===== src/rtl/uart_rx_if.sv =====
// Receiver-side bundle: serial line in, received byte and status strobes out.
// master = the receiver, slave = the consumer (register block or bench).
interface uart_rx_if;
    logic       rx;
    logic [7:0] data_out;
    logic       valid;
    logic       frame_err;
    logic       busy;

    modport master (input rx, output data_out, output valid, output frame_err, output busy);
    modport slave  (output rx, input data_out, input valid, input frame_err, input busy);
endinterface


===== src/rtl/uart_rx.sv =====
// 8N1 UART receiver, bit-midpoint sampling; valid/frame_err appear 2+HALF_BIT+9*CLKS_PER_BIT+1 cycles after the rx fall.
// No backpressure: each byte is strobed for exactly one cycle and the consumer must take it then.
module uart_rx #(
    parameter int CLKS_PER_BIT = 868
) (
    input  logic      clk,
    input  logic      rst,
    uart_rx_if.master bus
);
    localparam int HALF_BIT = CLKS_PER_BIT / 2;
    localparam int CW       = $clog2(CLKS_PER_BIT);
    localparam logic [CW-1:0] HALF_M1 = CW'(HALF_BIT - 1);
    localparam logic [CW-1:0] FULL_M1 = CW'(CLKS_PER_BIT - 1);

    typedef enum logic [2:0] {
        S_IDLE,
        S_START,
        S_DATA,
        S_STOP,
        S_BREAK
    } state_t;

    state_t        state_q;
    logic [CW-1:0] cnt_q;
    logic [CW-1:0] cnt_d;
    logic [2:0]    bit_q;
    logic [7:0]    shift_q;
    logic [1:0]    sync_q;
    logic [7:0]    data_q;
    logic          valid_q;
    logic          ferr_q;
    logic          busy_q;
    logic          rx_s;
    logic          half_pt;
    logic          full_pt;

    assign rx_s    = sync_q[1];
    assign half_pt = (cnt_q == HALF_M1);
    assign full_pt = (cnt_q == FULL_M1);

    always_comb begin
        cnt_d = cnt_q + CW'(1);
    end

    always_ff @(posedge clk) begin
        if (rst) begin
            state_q <= S_IDLE;
            cnt_q   <= '0;
            bit_q   <= '0;
            shift_q <= '0;
            sync_q  <= 2'b11;
            data_q  <= 8'h00;
            valid_q <= 1'b0;
            ferr_q  <= 1'b0;
            busy_q  <= 1'b0;
        end else begin
            sync_q  <= {sync_q[0], bus.rx};
            valid_q <= 1'b0;
            ferr_q  <= 1'b0;
            case (state_q)
                S_IDLE: begin
                    cnt_q <= '0;
                    if (!rx_s) begin
                        state_q <= S_START;
                        busy_q  <= 1'b1;
                    end
                end
                S_START: begin
                    if (half_pt) begin
                        cnt_q <= '0;
                        if (rx_s) begin
                            state_q <= S_IDLE;
                            busy_q  <= 1'b0;
                        end else begin
                            state_q <= S_DATA;
                            bit_q   <= '0;
                        end
                    end else begin
                        cnt_q <= cnt_d;
                    end
                end
                S_DATA: begin
                    if (full_pt) begin
                        cnt_q   <= '0;
                        shift_q <= {rx_s, shift_q[7:1]};
                        bit_q   <= bit_q + 3'd1;
                        if (bit_q == 3'd7) state_q <= S_STOP;
                    end else begin
                        cnt_q <= cnt_d;
                    end
                end
                S_STOP: begin
                    if (full_pt) begin
                        cnt_q <= '0;
                        if (rx_s) begin
                            data_q  <= shift_q;
                            valid_q <= 1'b1;
                            state_q <= S_IDLE;
                            busy_q  <= 1'b0;
                        end else begin
                            ferr_q  <= 1'b1;
                            state_q <= S_BREAK;
                        end
                    end else begin
                        cnt_q <= cnt_d;
                    end
                end
                // A held-low line must go high before another start can be detected.
                S_BREAK: begin
                    if (rx_s) begin
                        state_q <= S_IDLE;
                        busy_q  <= 1'b0;
                    end
                end
                default: begin
                    state_q <= S_IDLE;
                    busy_q  <= 1'b0;
                end
            endcase
        end
    end

    assign bus.data_out  = data_q;
    assign bus.valid     = valid_q;
    assign bus.frame_err = ferr_q;
    assign bus.busy      = busy_q;
endmodule


===== src/flat_wrapper.sv =====
// flat-port wrapper written by rule: the top's interface ports become plain ports
module uart_rx_flat 
#(
    parameter int CLKS_PER_BIT = 868
)
  (clk, rst, bus_rx, bus_data_out, bus_valid, bus_frame_err, bus_busy);
  uart_rx_if bus_i ();
  input  logic clk;
  input  logic rst;
  input wire logic [$bits(bus_i.rx)-1:0] bus_rx;
  output wire logic [$bits(bus_i.data_out)-1:0] bus_data_out;
  output wire logic [$bits(bus_i.valid)-1:0] bus_valid;
  output wire logic [$bits(bus_i.frame_err)-1:0] bus_frame_err;
  output wire logic [$bits(bus_i.busy)-1:0] bus_busy;
  assign bus_i.rx = bus_rx;
  assign bus_data_out = bus_i.data_out;
  assign bus_valid = bus_i.valid;
  assign bus_frame_err = bus_i.frame_err;
  assign bus_busy = bus_i.busy;
  uart_rx #(.CLKS_PER_BIT(CLKS_PER_BIT)) u_core (.clk(clk), .rst(rst), .bus(bus_i));
endmodule

===== config.mk =====
export PLATFORM = sky130hd
export DESIGN_NAME = uart_rx_flat
export DESIGN_NICKNAME = d
export VERILOG_FILES = /design/src/rtl/uart_rx_if.sv /design/src/rtl/uart_rx.sv /design/src/flat_wrapper.sv
export SDC_FILE = /design/constraint.sdc
export NUM_CORES = 1
export LEC_CHECK = 0
export ABC_AREA = 0
export BUFFER_PORTS_ARGS = -buffer_cell sky130_fd_sc_hd__buf_2
export CAP_MARGIN = 20
export CORE_MARGIN = 2
export CORE_UTILIZATION = 35
export DETAILED_ROUTE_END_ITERATION = 8
export MAX_ROUTING_LAYER = met4
export SYNTH_ARGS = -nofsm -noshare
export SYNTH_HDL_FRONTEND = slang
export SYNTH_SLANG_ARGS = --single-unit

===== constraint.sdc =====
create_clock -name clk -period 2.5 [get_ports clk]
set_clock_uncertainty 0.1 [all_clocks]
set_input_delay 0.25 -clock clk [delete_from_list [all_inputs] [get_ports clk]]
set_output_delay 0.25 -clock clk [all_outputs]
set_load 0.01 [all_outputs]

Word level (Yosys, flattened, before mapping)
Cells that the tools add are included.
Cells by class
  add/sub/neg operators: 2
  equal/unequal tests: 14
  multiplexer cells: 23
  bitwise logic cells: 3
  reduce and logical (&&, ||, !) cells: 10
Operators with widths (number)
  two-way mux 3 bit: 10
  case mux 10 bit (3 select lines): 1
  two-way mux 10 bit: 2
  case mux 3 bit (5 select lines): 1
  adder 10 x 1 -> 10 bit, second input constant: 1
  == test 10 bit, second input constant: 1
  == test 10 x 9 -> 1 bit, second input constant: 1
  != test 2 x 1 -> 1 bit, second input constant: 5
  AND reduction 4 bit: 2
  == test 3 x 2 -> 1 bit, second input constant: 2
  == test 3 bit, second input constant: 2
  two-way mux 1 bit: 6
  case mux 3 bit (2 select lines): 1
  AND reduction 6 bit: 1
  case mux 1 bit (5 select lines): 1
  != test 2 bit, second input constant: 2
  adder 3 x 1 -> 3 bit, second input constant: 1
  == test 3 x 1 -> 1 bit, second input constant: 1
  logical NOT 3 bit: 1
  inverter 1 bit: 3
  AND reduction 3 bit: 1
  nonzero test 3 bit: 1
  OR reduction 3 bit: 1
  two-way mux 2 bit: 1
  3 further kinds: 3
Storage, ports and cells
  register bits: 37
  bits of input ports: 3
  output and inout bits: 11
  word-level logic and storage cells: 61

Longest topological paths before layout
Gate-level depths: netlist of run 1.
  word-level depth: 4
  mapped depth: 7
  mapped depth without buffers: 6

Least setup slack after synthesis of run 1
No wires, ideal clock.
  path type: reg-to-reg
  start: register u_core.cnt_q[1]
  end: register u_core.cnt_q[2]
  library setup time: 0.095 ns
  data arrival time: 1.487 ns
  path slack: 0.818 ns
  cell stages (with the launch flop): 7
  clock period less this slack: 1.682 ns
  cells stage by stage: dfxtp_1 inv_1 ha_1 and4b_1 a311oi_4 o21ai_1 a221oi_1
Between the ends
  word-level cells in the longest chain between the ends: 3
RTL lines
  from (decl): RTL line uart_rx.sv:24  | logic [CW-1:0] cnt_q;
  from (signal assigned): RTL line uart_rx.sv:79  | cnt_q <= cnt_d;
  from (signal assigned): RTL line uart_rx.sv:89  | cnt_q <= cnt_d;
  from (signal assigned): RTL line uart_rx.sv:105  | cnt_q <= cnt_d;
  adder 10 x 1 -> 10 bit, or another cell as far along: RTL line uart_rx.sv:42  | cnt_d = cnt_q + CW'(1);
  two-way mux 10 bit (on tied branches): RTL line uart_rx.sv:83, uart_rx.sv:93, uart_rx.sv:69
  case mux 10 bit (3 select lines) (*): RTL line uart_rx.sv:60  | case (state_q)
Every way passes the cells marked *; elsewhere a longest branch is shown, timed or not.
A chain may end at the register's enable or synchronous reset.

Worst setup path in the final report of run 1
Same ends and word-level chain as after synthesis.

==> results.txt, run 1 <==
----------------------------------------------------
[Status]
  Outcome ... finished, final reports clean

[Yosys]
  Share of synthesized area occupied by flip-flops and latches ... 0.415
  Area of the mapped netlist ... 1790 sq um
  Most area-consuming cells after synthesis ... sky130_fd_sc_hd__dfxtp_1 41%, sky130_fd_sc_hd__mux2i_1 9.0%, sky130_fd_sc_hd__nor2_1 5.3%, sky130_fd_sc_hd__nand2_1 3.2%, sky130_fd_sc_hd__ha_1 2.8%
  Count of flip-flops with a built-in enable after synthesis ... 0
  Share of Yosys cell area claimed by the top area cell type ... 0.415
  Cells after Synth ... 201
  Fraction of registers with async set/reset ... 0
  Yosys top cell by area ... sky130_fd_sc_hd__dfxtp_1
  Net count of the mapped netlist ... 208
  Leading register cell type out of synthesis ... sky130_fd_sc_hd__dfxtp_1
  Mean Syn Cell Area ... 8.89 sq um
  Netlist cell types ... 49
  Number of synthesized register bits ... 37
  Synth Warn # ... 0

[Pwr]
  Switching portion of total power ... 0.207
  Leakage power total ... 0.000843 uW
  Power density over the cells ... 573 nW/um^2
  Power spent charging and discharging nets ... 242 uW
  Clock group share of total power ... 0.463
  Int Power ... 927 uW
  Share of total power in combinational logic ... 0.025
  VDD IR-drop max ... 0.243 mV
  Sequential share of power ... 0.512

[Clock network]
  CTS max path bufs ... 2
  Number of levels in the clock H-tree ... 2
  Clock latency at the later pin of the worst-skew pair ... 0.29 ns
  PostCTS Resize Cnt ... 0
  Root Buffer Master ... sky130_fd_sc_hd__clkbuf_8
  Number of sinks driven by the clock tree ... 37
  Post-CTS Setup Bufs ... 0
  CTS tree ... done
  Total clock buffers created by CTS ... 5
  Clock-pin slew on the worst setup and hold paths ... 0.07 ns
  Hold_buf cts ... 0

[STA]
  Setup total negative slack ... 0 ns
  Highest clock rate ... 532 MHz
  Number of endpoints failing setup at the final stage ... 0
  Max-slew violation total from the final report ... 0
  Final number of hold-violating endpoints ... 0
  Normalized max-slew margin ... 0.522
  Slew of the pin with the lowest slew margin ... 0.716 ns
  Shortest period the worst path allows ... 1.88 ns
  Period utilization ... 0.751
  Post-route worst hold slack ... 0.0428 ns
  Setup repair after global routing missed its margin ... no

[Die]
  Overall die area ... 5690 sq um
  Area of the core ... 5010 sq um
  Horiz. Die Dim ... 75.5 um
  Standard-cell rows ... 26
  Die height ... 75.5 um
  Count of pins on the block boundary ... 14
  Initial core utilization ... 0.357

[Min path]
  Hold crit path type ... primary input to register

[Critical path]
  Critical Path Source Type ... register
  Critical path required time ... 2.59 ns
  Worst setup path class ... register to register
  Worst R2R Setup Slack ... 0.62 ns
  Critical Path AT ... 1.97 ns
  Critical path capture point type ... register
  Crit-path max FO ... 10

[GRT]
  Met1 capacity usage during global routing ... 0.159
  Initial antenna violation count ... 0
  GRT Util Overall ... 0.137
  Total grt overflow ... 0
  Grt met2 use ... 0.225
  Pin count of the biggest net entering global routing ... 42
  Vias in the first global route ... 1357
  Global-route wire length before repair ... 5850 um
  Met3 global-route usage ... 0.0397
  Most Used Layer, Global Route ... met2

[Detailed routing]
  Remaining antenna violation count after routing ... 0
  Initial drt markers ... 103
  DRC violation count after routing ... 0
  DR vias/cell ... 5.08
  Routed wire length per instance ... 12.2 um
  Number of iterations in the first detailed-routing pass ... 4
  Via count of the routed design ... 1439
  DRT Wirelength ... 3450 um

[Final layout]
  Most frequent standard cell in the layout excluding fill and tap cells ... sky130_fd_sc_hd__dfxtp_1
  Total of fill cells in the finished design ... 543
  Utilization after layout ... 0.407
  Area growth syn-to-layout ... 14.1%
  Fraction of final layout cells with drive strength greater than 1 ... 0.164
  Count of antenna diodes in the layout ... 0
  Final net count ... 219
  Most frequent cells in the layout ... 37 x sky130_fd_sc_hd__dfxtp_1, 25 x sky130_fd_sc_hd__nor2_1, 16 x sky130_fd_sc_hd__mux2i_1

[Placed design]
  Half-perimeter wire length after placement ... 2300 um
  # port buffers ... 13
  Final estimated routing congestion in global placement ... 0.812

[Flow run]
  Number of violations of the max-capacitance limit ... 0

----------------------------------------------------
==> Yosys cell counts (5+ instances only) <==
cell,number
sky130_fd_sc_hd__dfxtp_1,37
sky130_fd_sc_hd__nor2_1,25
sky130_fd_sc_hd__mux2i_1,16
sky130_fd_sc_hd__nand2_1,15
sky130_fd_sc_hd__clkbuf_1,10
sky130_fd_sc_hd__a21oi_1,7
sky130_fd_sc_hd__nand3_1,7
sky130_fd_sc_hd__nor3_1,6
sky130_fd_sc_hd__o21ai_0,6
sky130_fd_sc_hd__inv_1,5
sky130_fd_sc_hd__nand4_1,5
==> worst max-delay path, cell delays in order, from the launching register on <==
cell                       delay (ns)
sky130_fd_sc_hd__dfxtp_1         0.39
sky130_fd_sc_hd__inv_1           0.06
sky130_fd_sc_hd__ha_1            0.17
sky130_fd_sc_hd__and4b_1         0.23
sky130_fd_sc_hd__a311oi_4        0.50
sky130_fd_sc_hd__o21ai_1         0.10
sky130_fd_sc_hd__a221oi_1        0.23
==> path summary, 6_finish.rpt <==
| kind | from | end | depth (start not counted) |
|---|---|---|---|
| worst min register to register | u_core.sync_q[0] | u_core.sync_q[1] | 1 |
| worst max-delay path | u_core.cnt_q[1] | u_core.cnt_q[2] | 6 |
| worst min-delay path | bus_rx | u_core.sync_q[0] | 2 |
| worst max register to register | u_core.cnt_q[1] | u_core.cnt_q[2] | 6 |
==> metal layers <==
| layer | vias to the layer above | wire, um |
|---|---|---|
| met5 | - | 0 |
| met4 | 0 | 44 |
| met3 | 6 | 80 |
| met2 | 16 | 1610 |
| met1 | 672 | 1710 |
| li1 | 745 | - |
==> power by group through the flow <==
stage / Sequential (uW) / Clock, uW / Combinational (uW)
after floorplan: 609 / 0 / 25.6
after global routing: 599 / 580 / 33.7
final: 598 / 541 / 29.6
after global placement: 612 / 0 / 30.0
after detailed placement: 612 / 0 / 30.3
after CTS: 598 / 557 / 30.5
==> cell families after synthesis <==
family,Yosys count,synth area share
compound gates,36,0.150
xor+xnor,3,0.0147
flops,37,0.415
mux,16,0.0896
fa+ha+maj,4,0.0280
simple gates,86,0.261
buf+inv,19,0.0427
==> sequential cells by signal (all words and copies together) (netlist names) <==
name and count:
u_core.shift_q 8, u_core.bus.frame_err 1, u_core.sync_q 2, u_core.bus.data_out 8, u_core.cnt_q 10, u_core.bus.valid 1, u_core.bus.busy 1, u_core.bit_q 3
u_core.state_q 3
==> per-stage QoR <==
step           std cells  instance area (sq um)  total power, uW  setup slack [ns]
3_3_place_gp         275                   1920              642             0.656
3_5_place_dp         275                   1920              642             0.614
2_1_floorplan        201                   1790              634             0.818
5_1_grt              283                   2040             1210             0.429
6_report             283                   2040             1170             0.622
4_1_cts              283                   2040             1190             0.603
==> area by class of cell <==
class	instances	area (sq um)	area share
multi-input combinational	145	970	0.475
sequential	37	741	0.363
timing repair buffer	18	103	0.0503
tap	70	87.6	0.0429
clock buffer	6	82.6	0.0405
clock inverter	2	37.5	0.0184
inverter	5	18.8	0.00920
Power figures use the tool's default switching activity.
==> run 2: changes to the inputs <==
Settings changed: ABC_AREA 0 to 1.
Clock period 2.5 ns to 1.55 ns, I/O delays scaled along.
==> run 2 against run 1 <==
Compared with the run above: combinational power increased to 24 times the previous value; core utilization is 7.1 points higher; count of clock-buffer cells in the layout decreased by 1.
==> results.txt, run 2 <==
----------------------------------------------------
[Yosys]
  Net count of the mapped netlist ... 244 (+17%)
  Synth Warn # ... 0 (unchanged)
  Share of synthesized area spent on multiplexers ... 0 (-0.0896)
  Synth Area in Compound Gates ... 0.170 (+0.0202)
  Cells after Synth ... 237 (+18%)
  Combinational family with the most area after synthesis ... simple AND/OR/NAND/NOR gates
  Share of Yosys cell area claimed by the top area cell type ... 0.434 (+0.0195)
  Adder-Cell Fraction of Synth Area ... 0.0293 (+0.00131)
  Fraction of registers with async set/reset ... 0 (unchanged)
  Post-synthesis share of cell area spent on and, or, nand and nor gates ... 0.274 (+0.0137)
  Dominant cell by count in the synthesized netlist ... sky130_fd_sc_hd__nand2_1
  Mean Syn Cell Area ... 7.20 sq um (-19%)
  Share of synthesized area occupied by flip-flops and latches ... 0.434 (+0.0195)
  Most frequent cells after synthesis ... 46 x sky130_fd_sc_hd__nand2_1, 37 x sky130_fd_sc_hd__dfxtp_1, 31 x sky130_fd_sc_hd__a21oi_1, 26 x sky130_fd_sc_hd__inv_1, 22 x sky130_fd_sc_hd__nor2_1
  Most area-consuming cells after synthesis ... sky130_fd_sc_hd__dfxtp_1 43%, sky130_fd_sc_hd__nand2_1 10%, sky130_fd_sc_hd__a21oi_1 9.1%, sky130_fd_sc_hd__inv_1 5.7%, sky130_fd_sc_hd__nor2_1 4.8%
  Netlist cell types ... 24 (-51%)
  Post-Synth XOR/XNOR Area ... 0.0103 (-0.00444)
  Number of synthesized register bits ... 37 (unchanged)
  Yosys top cell by area ... sky130_fd_sc_hd__dfxtp_1
  Count of flip-flops with a built-in enable after synthesis ... 0 (unchanged)
  Area of the mapped netlist ... 1710 sq um (-4.5%)
  Leading register cell type out of synthesis ... sky130_fd_sc_hd__dfxtp_1

[STA]
  Highest clock rate ... 652 MHz (+23%)
  Shortest period the worst path allows ... 1.53 ns (-0.346 ns)
  Setup repair after global routing missed its margin ... yes
  Period utilization ... 0.989 (+0.237)
  Slew of the pin with the lowest slew margin ... 0.243 ns (-0.473 ns)
  Slack of the critical path ... 0.0173 ns (-0.604 ns)
  Number of endpoints failing setup at the final stage ... 0 (unchanged)
  Normalized max-slew margin ... 0.838 (+0.315)
  Final number of hold-violating endpoints ... 0 (unchanged)
  Max-slew violation total from the final report ... 0 (unchanged)

[Min path]
  Worst Hold Path Cells ... 3 (+1)
  Hold crit path type ... primary input to register

[Detailed routing]
  DRC violation count after routing ... 0 (unchanged)
  Remaining antenna violation count after routing ... 0 (unchanged)
  Number of iterations in the first detailed-routing pass ... 4 (unchanged)
  DR vias/cell ... 4.61 (-9.4%)
  Routed wire length per instance ... 10.9 um (-11%)
  DRT Wirelength ... 3730 um (+8.2%)
  Via count of the routed design ... 1580 (+9.8%)
  Initial drt markers ... 99 (-3.9%)

[Placed design]
  Half-perimeter wire length after placement ... 2660 um (+16%)
  Instance count after placement with tap cells included ... 334 (+21%)
  Setup Slack @ Placement ... -0.0742 ns (-0.688 ns)
  Placed Instance Area ... 2000 sq um (+4.0%)
  Final estimated routing congestion in global placement ... 0.926 (+14%)
  # port buffers ... 13 (unchanged)

[Final layout]
  Count of antenna diodes in the layout ... 0 (unchanged)
  Area growth syn-to-layout ... 32.4%
  Footprint of the multi-input gates ... 942 sq um (-2.8%)
  Total of fill cells in the finished design ... 454 (-16%)
  Most frequent cells in the layout ... 39 x sky130_fd_sc_hd__nand2_1, 34 x sky130_fd_sc_hd__dfxtp_1, 30 x sky130_fd_sc_hd__a21oi_1
  Cell Count, Final, Fillers Out ... 343 (+21%)
  Fraction of final layout cells with drive strength greater than 1 ... 0.315 (+0.151)
  Most frequent standard cell in the layout excluding fill and tap cells ... sky130_fd_sc_hd__nand2_1
  Top register by number of flip-flops ... u_core.cnt_q
  Final cell area excluding filler cells ... 2260 sq um (+11%)
  Final net count ... 283 (+29%)
  Max reg flops ... 10 (unchanged)
  Area taken by flip-flops and latches ... 749 sq um (+1.2%)

[Die]
  Die height ... 73.8 um (-2.1%)
  Overall die area ... 5450 sq um (-4.2%)
  Area of the core ... 4720 sq um (-5.7%)
  Standard-cell rows ... 25 (-3.8%)
  Horiz. Die Dim ... 73.8 um (-2.1%)
  Initial core utilization ... 0.361 (+0.00468)
  Count of pins on the block boundary ... 14 (unchanged)

[Clock network]
  Clock-pin slew on the worst setup and hold paths ... 0.07 ns (about the same)
  Number of levels in the clock H-tree ... 2 (unchanged)
  Root Buffer Master ... sky130_fd_sc_hd__clkbuf_8
  CTS tree ... done
  Clock latency at the later pin of the worst-skew pair ... 0.28 ns (about the same)
  Number of sinks driven by the clock tree ... 37 (unchanged)
  Total clock buffers created by CTS ... 5 (unchanged)
  CTS max path bufs ... 2 (unchanged)

[GRT]
  Global-route wire length before repair ... 6000 um (+2.6%)
  Initial antenna violation count ... 0 (unchanged)
  GRT Util Overall ... 0.147 (+0.0102)
  Pin count of the biggest net entering global routing ... 24 (-43%)
  Vias in the first global route ... 1391 (+2.5%)
  Total grt overflow ... 0 (unchanged)

[Critical path]
  Critical path required time ... 1.67 ns (-0.92 ns)
  Crit-path max FO ... 6 (-4)
  Worst setup path class ... register to register
  Critical Path Source Type ... register
  Critical path capture point type ... register
  Path depth of the worst reg2reg path ... 8 (+2)
  Critical Path AT ... 1.65 ns (-0.32 ns)

[Pwr]
  Power density over the cells ... 1140 nW/um^2 (+99%)
  Total Power Consumption ... 2580 uW (+120%)
  VDD IR-drop max ... 0.473 mV (+95%)
  Leakage power total ... 0.000956 uW (+13%)

[Flow run]
  Number of violations of the max-capacitance limit ... 0 (unchanged)

[Status]
  Outcome ... finished, final reports clean

----------------------------------------------------
## run 2: metrics by stage
step,TNS (ns),utilization,hold WS [ns]
5_1_grt,-1.09,0.478,0.137
4_1_cts,0,0.449,0.134
3_3_place_gp,-0.256,0.423,0.240
2_1_floorplan,0,-,0.159
6_report,0,0.478,0.135
3_5_place_dp,-0.312,0.423,0.241
## run 2: per-layer routing
metal / track usage / vias up / part of all wire
met5: - / - / 0
met4: 0.0485 / 0 / 0.010
met3: 0.0370 / 4 / 0.023
met2: 0.219 / 24 / 0.44
met1: 0.194 / 705 / 0.52
li1: - / 847 / -
## run 2: cell type report
cell class,instances,share of cell area
Tap cell,67,0.0371
Timing Repair Buffer,36,0.114
Multi-Input combinational cell,163,0.417
Inverter,33,0.0548
Clock inverter,2,0.0155
Sequential cell,37,0.332
Clock buffer,5,0.0305
## run 2: power by group
part / switching [uW] / leakage, uW / internal [uW] / total (uW)
logic: 423 / 0.000601 / 301 / 724
clock network: 328 / 0.0000540 / 467 / 795
registers: 54.0 / 0.000301 / 1010 / 1060
total: 805 / 0.000956 / 1780 / 2580
## run 2: cells by family after synthesis
family,Yosys count
simple gates,99
compound gates,58
buf+inv,37
flops,37
fa+ha+maj,4
xor+xnor,2
## run 2: final timing paths
check	start	end	slack [ns]
worst max-delay path	u_core.cnt_q[1]	u_core.bus.data_out[3]	0.02
worst min-delay path	rst	u_core.cnt_q[6]	0.13
worst max register to register	u_core.cnt_q[1]	u_core.bus.data_out[3]	0.02
worst min register to register	u_core.sync_q[0]	u_core.sync_q[1]	0.31
## run 2: critical path, stage by stage (launching register included)
cell and delay (ns):
sky130_fd_sc_hd__dfxtp_4 0.37, sky130_fd_sc_hd__ha_4 0.15, sky130_fd_sc_hd__nand3_4 0.07, sky130_fd_sc_hd__nor2_4 0.16, sky130_fd_sc_hd__nand2_4 0.09, sky130_fd_sc_hd__nor3_4 0.20, sky130_fd_sc_hd__buf_6 0.15, sky130_fd_sc_hd__o21ai_1 0.06
sky130_fd_sc_hd__a21oi_1 0.11
## run 2: timing repair
item	CTS	global route
pin swaps	0	7
setup endpoints to repair	21	33
hold endpoints to repair	1	0
gates resized for setup	4	31
hold buffers	1	0
setup buffers	0	1
